<file path="src/rtl/ram2p_pkg.sv">
// Shared sizing defaults for the two-port RAM FIFO controller.
package ram2p_pkg;
    localparam int DEFAULT_DEPTH      = 8;
    localparam int DEFAULT_ADDR_WIDTH = 3;
    localparam int DEFAULT_DATA_WIDTH = 256;
    // level counts RAM words + one in-flight read + two buffered words
    localparam int LEVEL_WIDTH        = DEFAULT_ADDR_WIDTH + 2;
endpackage

</file>
<file path="src/rtl/out_skid_buf2.sv">
// Two-entry output buffer (head + skid) that absorbs the RAM read latency.
// outValid and outData are registered; readData never reaches them combinationally.
module out_skid_buf2
    import ram2p_pkg::*;
#(
    parameter int DATA_WIDTH = DEFAULT_DATA_WIDTH
) (
    input  logic                  clockCore,
    input  logic                  resetCore,
    input  logic                  flush,
    input  logic                  capture,
    input  logic [DATA_WIDTH-1:0] captureData,
    input  logic                  pop,
    output logic                  outValid,
    output logic [DATA_WIDTH-1:0] outData,
    output logic [1:0]            bufCount
);

    logic [DATA_WIDTH-1:0] skid;
    logic [1:0]            nextCount;

    // Occupancy after this cycle's capture/pop
    always_comb begin
        nextCount = bufCount;
        if (capture && !pop)
            nextCount = bufCount + 2'd1;
        else if (!capture && pop)
            nextCount = bufCount - 2'd1;
    end

    // Head/skid update: on pop the skid moves forward, else the new word lands at the tail
    always_ff @(posedge clockCore or posedge resetCore) begin
        if (resetCore) begin
            outData  <= '0;
            skid     <= '0;
            bufCount <= '0;
            outValid <= 1'b0;
        end else if (flush) begin
            // a capture in this cycle belongs to the flushed stream and is dropped
            outData  <= '0;
            skid     <= '0;
            bufCount <= '0;
            outValid <= 1'b0;
        end else begin
            bufCount <= nextCount;
            outValid <= (nextCount != 2'd0);
            if (pop && bufCount == 2'd2) begin
                outData <= skid;
                if (capture)
                    skid <= captureData;
            end else if (pop) begin
                if (capture)
                    outData <= captureData;
            end else if (capture) begin
                if (bufCount == 2'd0)
                    outData <= captureData;
                else
                    skid <= captureData;
            end
        end
    end

endmodule

</file>
<file path="src/rtl/ram2p_fifo_ctrl.sv">
// First-word-fall-through FIFO sequencer around an external two-port RAM.
// Owns write/read pointers, RAM occupancy, read issue and the output buffer.
module ram2p_fifo_ctrl
    import ram2p_pkg::*;
#(
    parameter int DEPTH      = DEFAULT_DEPTH,
    parameter int ADDR_WIDTH = DEFAULT_ADDR_WIDTH,
    parameter int DATA_WIDTH = DEFAULT_DATA_WIDTH
) (
    input  logic                  clockCore,
    input  logic                  resetCore,
    input  logic                  flush,
    input  logic                  inValid,
    output logic                  inReady,
    input  logic [DATA_WIDTH-1:0] inData,
    output logic                  outValid,
    input  logic                  outReady,
    output logic [DATA_WIDTH-1:0] outData,
    output logic [ADDR_WIDTH+1:0] level,
    output logic                  enableWrite,
    output logic [ADDR_WIDTH-1:0] addressWrite,
    output logic [DATA_WIDTH-1:0] writeData,
    output logic                  enableRead,
    output logic [ADDR_WIDTH-1:0] addressRead,
    input  logic [DATA_WIDTH-1:0] readData
);

    localparam logic [ADDR_WIDTH:0] DEPTH_CNT = (ADDR_WIDTH+1)'(DEPTH);

    logic [ADDR_WIDTH-1:0] wrPtr;
    logic [ADDR_WIDTH-1:0] rdPtr;
    logic [ADDR_WIDTH:0]   ramCount;
    logic                  pendingRead;
    logic [1:0]            bufCount;
    logic                  push;
    logic                  pop;
    logic                  issue;

    // Full/empty come from ramCount only, so pointer wrap needs no special case
    assign inReady = !resetCore && (ramCount < DEPTH_CNT);
    assign push    = inValid && inReady && !flush;
    assign pop     = outValid && outReady;

    // Read only when the buffer still has room once the in-flight word and this pop settle.
    // A word pushed this cycle is not yet in ramCount, so it is never read at its write address.
    assign issue = !flush && (ramCount != '0) &&
                   (({1'b0, bufCount} + {2'b00, pendingRead}) < (3'd2 + {2'b00, pop}));

    assign enableWrite  = push;
    assign addressWrite = wrPtr;
    assign writeData    = inData;
    assign enableRead   = issue;
    assign addressRead  = rdPtr;

    assign level = (ADDR_WIDTH+2)'(ramCount) + (ADDR_WIDTH+2)'(pendingRead) +
                   (ADDR_WIDTH+2)'(bufCount);

    // Pointer, occupancy and in-flight tracking; flush wins over push and issue
    always_ff @(posedge clockCore or posedge resetCore) begin
        if (resetCore) begin
            wrPtr       <= '0;
            rdPtr       <= '0;
            ramCount    <= '0;
            pendingRead <= 1'b0;
        end else if (flush) begin
            wrPtr       <= '0;
            rdPtr       <= '0;
            ramCount    <= '0;
            pendingRead <= 1'b0;
        end else begin
            if (push)
                wrPtr <= wrPtr + ADDR_WIDTH'(1);
            if (issue)
                rdPtr <= rdPtr + ADDR_WIDTH'(1);
            pendingRead <= issue;
            case ({push, issue})
                2'b10:   ramCount <= ramCount + (ADDR_WIDTH+1)'(1);
                2'b01:   ramCount <= ramCount - (ADDR_WIDTH+1)'(1);
                default: ramCount <= ramCount;
            endcase
        end
    end

    out_skid_buf2 #(
        .DATA_WIDTH (DATA_WIDTH)
    ) uBuf (
        .clockCore   (clockCore),
        .resetCore   (resetCore),
        .flush       (flush),
        .capture     (pendingRead),
        .captureData (readData),
        .pop         (pop),
        .outValid    (outValid),
        .outData     (outData),
        .bufCount    (bufCount)
    );

endmodule

</file>
<file path="config.mk">
export PLATFORM = sky130hd
export DESIGN_NAME = ram2p_fifo_ctrl
export DESIGN_NICKNAME = d
export VERILOG_FILES = /design/src/rtl/ram2p_pkg.sv /design/src/rtl/out_skid_buf2.sv /design/src/rtl/ram2p_fifo_ctrl.sv
export SDC_FILE = /design/constraint.sdc
export NUM_CORES = 1
export LEC_CHECK = 0
export ABC_AREA = 1
export BUFFER_PORTS_ARGS = -buffer_cell sky130_fd_sc_hd__buf_2
export CORE_AREA = 2 2 410 412
export CTS_BUF_LIST = sky130_fd_sc_hd__clkbuf_16
export DETAILED_ROUTE_END_ITERATION = 8
export DIE_AREA = 0 0 412 414
export SETUP_SLACK_MARGIN = 0.05
export SYNTH_ARGS = -nofsm -noshare
export SYNTH_HDL_FRONTEND = slang
export SYNTH_SLANG_ARGS = --single-unit
</file>
<file path="constraint.sdc">
create_clock -name clockCore -period 51.5 [get_ports clockCore]
set_input_delay 10.3 -clock clockCore [delete_from_list [all_inputs] [get_ports clockCore]]
set_output_delay 10.3 -clock clockCore [all_outputs]
set_load 0.05 [all_outputs]
</file>
==> Word level (Yosys, flattened, before mapping) <==
Cells that the tools add are included.
{ "totals": {"inputBits": 517, "word_cells": 72, "output_inout_bits": 527, "reg_bits": 526} }
{ "op_classes": {"mux": 22, "magnitude_cmp": 2, "reduce_logical": 24, "add_sub_neg": 10, "eq_ne": 6} }
{ "op_table": {"columns": ["operator", "count"], "rows": [
  ["256-bit two-way mux", 11],
  ["3-bit two-way mux", 4],
  ["1-bit logical AND", 9],
  ["3-bit nonzero test", 3],
  ["4-bit one-hot mux with 2 select lines", 1],
  ["4-bit nonzero test", 2],
  ["3-bit by 1-bit adder with 3-bit output (second input constant)", 2],
  ["2-bit two-way mux", 3],
  ["3-bit by 2-bit inequality test with 1-bit output (second input constant)", 2],
  ["2-bit nonzero test", 3],
  ["4-bit by 1-bit adder with 5-bit output", 1],
  ["5-bit by 2-bit adder with 5-bit output", 1],
  ["4-bit by 1-bit adder with 4-bit output (second input constant)", 1],
  ["2-bit == test (second input constant)", 2],
  ["1-bit zero test", 4],
  ["4-bit < comparator (second input constant)", 1],
  ["4-bit two-way mux", 1],
  ["4-bit AND reduction", 1],
  ["4-bit by 1-bit subtractor with 4-bit output (second input constant)", 1],
  ["2-bit by 1-bit adder with 3-bit output", 1],
  ["2-bit by 1-bit adder with 3-bit output (first input constant)", 1],
  ["3-bit < comparator", 1],
  ["3-bit inequality test (second input constant)", 1],
  ["2-bit by 1-bit adder with 2-bit output (second input constant)", 1],
  ["other kinds (5)", 6]
]} }

==> Longest topological paths before layout <==
{ "logic_depth": {"ltp_word": 7, "depth_mapped": 15, "mapped_depth_nobuf": 15} }

==> Cells and area by module <==
Synthesis repeated with hierarchy kept, for this count alone.
{ "hier_totals": {"hier_cells": 3493, "area_unflattened_um2": 26990.9} }
{ "by_module_without_submodules": {"columns": ["mod", "n_inst", "seq_area_each_um2", "cells_each", "area_per_inst_um2"], "rows": [
  ["out_skid_buf2", 1, 12887.4, 3136, 24269.5],
  ["ram2p_fifo_ctrl", 1, 275.3, 357, 2721.4]
]} }

==> Worst setup path after synthesis <==
OpenSTA, ideal clock, no wires.
{ "synth_timing": {"path_kind": "input -> output", "start": "input port resetCore", "end": "output port enableWrite", "t_arrival_ps": 11382, "path_buffers": 0, "setup_slack_ps": 29818, "t_required_ps": 41200, "stages": 3, "cell_sequence": "nor2_2 > nand3_2 > inv_1"} }
{ "synth_between": {"elab_chain_cells": 4} }
{ "synth_lines": {"columns": ["item", "line", "source"], "rows": [
  ["start, declared", "ram2p_fifo_ctrl.sv:11", "input logic resetCore,"],
  ["1-bit zero test (no line)", null, null],
  ["1-bit logical AND", "ram2p_fifo_ctrl.sv:40", "assign inReady = !resetCore && (ramCount < DEPTH_CNT);"],
  ["1-bit logical AND (2 in series)", "ram2p_fifo_ctrl.sv:41", "assign push = inValid && inReady && !flush;"],
  ["end, declared", "ram2p_fifo_ctrl.sv:20", "output logic enableWrite,"]
]} }
Every way passes these cells.

==> Final worst setup path <==
{ "layout_timing": {"start": "input port flush", "end": "output port enableRead"} }
{ "layout_between": {"elab_chain_cells": 3} }
{ "layout_lines": {"columns": ["item", "line", "source"], "rows": [
  ["start, declared", "ram2p_fifo_ctrl.sv:12", "input logic flush,"],
  ["1-bit zero test", "ram2p_fifo_ctrl.sv:46", "assign issue = !flush && (ramCount != '0) &&"],
  ["1-bit logical AND (2 in series)", "ram2p_fifo_ctrl.sv:46", null],
  ["end, declared", "ram2p_fifo_ctrl.sv:23", "output logic enableRead,"]
]} }
Every way passes these cells.

==> impl_metrics.tcl <==
set metrics [dict create \
    worstPathMaxFanout 85 \
    intPower_mw 1.02 \
    yosysUniqueCellTypes 29 \
    post_drt_wl_per_cell_um 16.6 \
    synth-warning-count 0 \
    min-delay-start "addressRead[2]" \
    critPathLaunchType "input port" \
    grt_pass1_vias 19200 \
    synth_fp_nets 3415 \
    area_growth_pct 19.6 \
    fp.dieH_um 414 \
    powerDensity_mw_per_mm2 66.0 \
    die_area_mm2 0.171 \
    fin_tns_setup_ps 0 \
    coreArea_mm2 0.166 \
    post_cts_resized 0 \
    r2r_slack_ps 47390 \
    cp.depth 7 \
    hold_viol_final 0 \
    cp_top_family "buffers and inverters" \
    end_kind "output port" \
    synth_area_per_cell_um2 8.54 \
    fp.dieW_um 412 \
    path_cells "buf_2 > inv_8 > nand2_1 > a21oi_2 > nand2_2 > inv_2 > buf_2" \
    r2r-start "uBuf.bufCount[1]" \
    clk_pin_slew_ps 60 \
    rsz0062_at_grt "false" \
    peakVddDrop_v 0.0000396 \
    status "finished, final reports clean" \
    drt-total-wl_um 88100 \
    r2r_cells 10 \
    min_period_over_period_pct 43.1 \
    synth-seq-cells 526 \
    slew_headroom_pct 27.4 \
    layout_setup_ws_ps 29320 \
    cts_tree "done" \
    comb_power_share_pct 42.8 \
    overflow 0 \
    grt_usage_pct 9.88 \
    drc 0 \
    drv_cap 0 \
    yosys.area.top_type "dfrtp_1" \
    clockBufferDepth 3 \
    num-fill-cells 18800 \
    fmax_mhz 45.1 \
    critical-path-max-stage-delay_ps 470 \
    switchingPower_mw 0.932 \
    antenna_found_initial 18 \
    clock_skew_ps 22.1 \
    cts_max_level 2 \
    numCtsBuffers 61 \
    ant_nets 0 \
    root_buffer "clkbuf_16" \
    slew_viol_final 0 \
    rows 150 \
    min_to "addressRead[2]" \
    dr.pass1.iters 5 \
    synth_area_leaders "dfrtp_1 53%, o21ai_0 13%, buf_4 8.3%" \
    path_class "in2out" \
    whs_path_depth 1 \
    grt_pass1_wl_um 128000 \
    cts-hold-fix-buffers 0 \
    fin_nets 3581 \
    power_mw 1.95 \
    worst_pin_slew_ps 1080 \
    clock_latency_ps 660 \
    cp.arrival_ps 11880 \
    gp_congestion 0.920 \
    drtIter0Drc 1353 \
    power.leakage_nw 13.3 \
    viasPerCell 3.82 \
    yosysTopAreaCellShare_pct 53.3 \
    cp_common_cell "buf_2" \
    power_frac_seq_pct 34.4 \
    worstHoldPathType "reg2reg" \
    cp_num_buf_inv 4 \
    clock_sinks 526 \
    period_needed_ps 22180 \
    p_sw_share_pct 47.8 \
    final_cell_mix "651 x o21ai_0, 537 x nand2_1, 531 x buf_2" \
    yosysSeqAreaShare_pct 53.3 \
    dp_worst_setup_slack_ps 29300 \
    vias 20300 \
    hpwl_um 62000 \
    clockPowerShare_pct 22.8 \
    r2r_end "uBuf.skid[127]" \
    top_level_ports 1044 \
    post_cts_buffers 0 \
    crit_required_ps 41200 \
    layout_commonest_cell "o21ai_0" \
    holdWs_ps 469 \
    setup_viol 0 \
    start_util_pct 14.8 \
    slowest_stage "inv_8" \
    layout-drive-gt1-share_pct 21.3 \
    synthCells 2888 \
    grt_start_max_net_pins 191 \
    synthesis.area_mm2 0.0247 \
    numPortBuffers 531 \
]
per-layer routing:
metal | track usage, % | part of all wire [%]
met1 | 11.5 | 39
met4 | 7.37 | 8.2
met3 | 4.10 | 11
met2 | 14.3 | 42
met5 | 0.791 | 0.083
power groups by stage:
stage                     Combinational (mW)  Sequential [mW]  Clock (mW)
after global routing                   0.904            0.687       0.476
after global placement                 0.826            0.670           0
after detailed placement               0.837            0.674           0
final                                  0.834            0.669       0.444
after floorplan                        0.359            0.975           0
after CTS                              0.840            0.669       0.460
metrics by stage:
step | util (%) | instances | cell area (µm²)
final | 17.7 | 5315 | 29500
after global routing | 17.7 | 5311 | 29500
after CTS | 17.7 | 5306 | 29500
after detailed placement | 16.5 | 5195 | 27500
after global placement | 16.5 | 5195 | 27500
after floorplan | - | 2888 | 24700
sequential cells by signal, indices dropped and copies added (netlist names):
register / flops
uBuf.outValid: 1
ramCount: 4
pendingRead: 1
addressRead: 3
uBuf.outData: 256
addressWrite: 3
uBuf.bufCount: 2
uBuf.skid: 256
kinds of logic (layout without fill, tap and decap cells):
family          count (synthesis)  in the layout  synth area share, %
compound gates                789            789                 16.1
xor+xnor                        3              3                0.106
fa+ha+maj                      10             10                0.568
buf+inv                       735            949                 15.9
flops                         526            526                 53.3
other cells                     0              9                    0
simple gates                  825            825                 14.0
worst max-delay path by stage:
stage | start | to | slack, ps
floorplan | resetCore | addressRead[0] | 26500
global placement | flush | enableRead | 29300
detailed placement | flush | enableRead | 29300
CTS | flush | enableRead | 29310
global route | flush | enableRead | 29190
finish | flush | enableRead | 29320
area by class of cell:
cell class,count,area (µm²),area share [%]
multi-input combinational,1627,7610,25.8
sequential,526,13200,44.6
clock inverter,50,480,1.63
antenna,9,22.5,0.0763
clock buffer,61,1530,5.17
timing repair buffer,557,2870,9.71
inverter,281,1080,3.68
tap,2204,2760,9.34
synth_stat cells:
| cell | n |
|---|---|
| xor2_1 | 2 |
| nand3_2 | 2 |
| nand2_1 | 537 |
| clkbuf_1 | 67 |
| nand2_2 | 2 |
| buf_1 | 13 |
| inv_2 | 5 |
| a21oi_1 | 4 |
| o22ai_1 | 1 |
| buf_2 | 99 |
| o21ai_2 | 1 |
| a21oi_2 | 1 |
| ha_1 | 8 |
| fa_1 | 2 |
| o211ai_1 | 1 |
| buf_4 | 273 |
| xnor2_1 | 1 |
| dfrtp_1 | 526 |
| and3_1 | 1 |
| nand3_1 | 266 |
| nor2_1 | 12 |
| or2_1 | 1 |
| nand4_1 | 2 |
| o21ai_0 | 653 |
| inv_1 | 276 |
| nor2_2 | 2 |
| o21ai_1 | 127 |
| buf_6 | 2 |
| a22o_1 | 1 |
(Power assumes the default switching activity.)
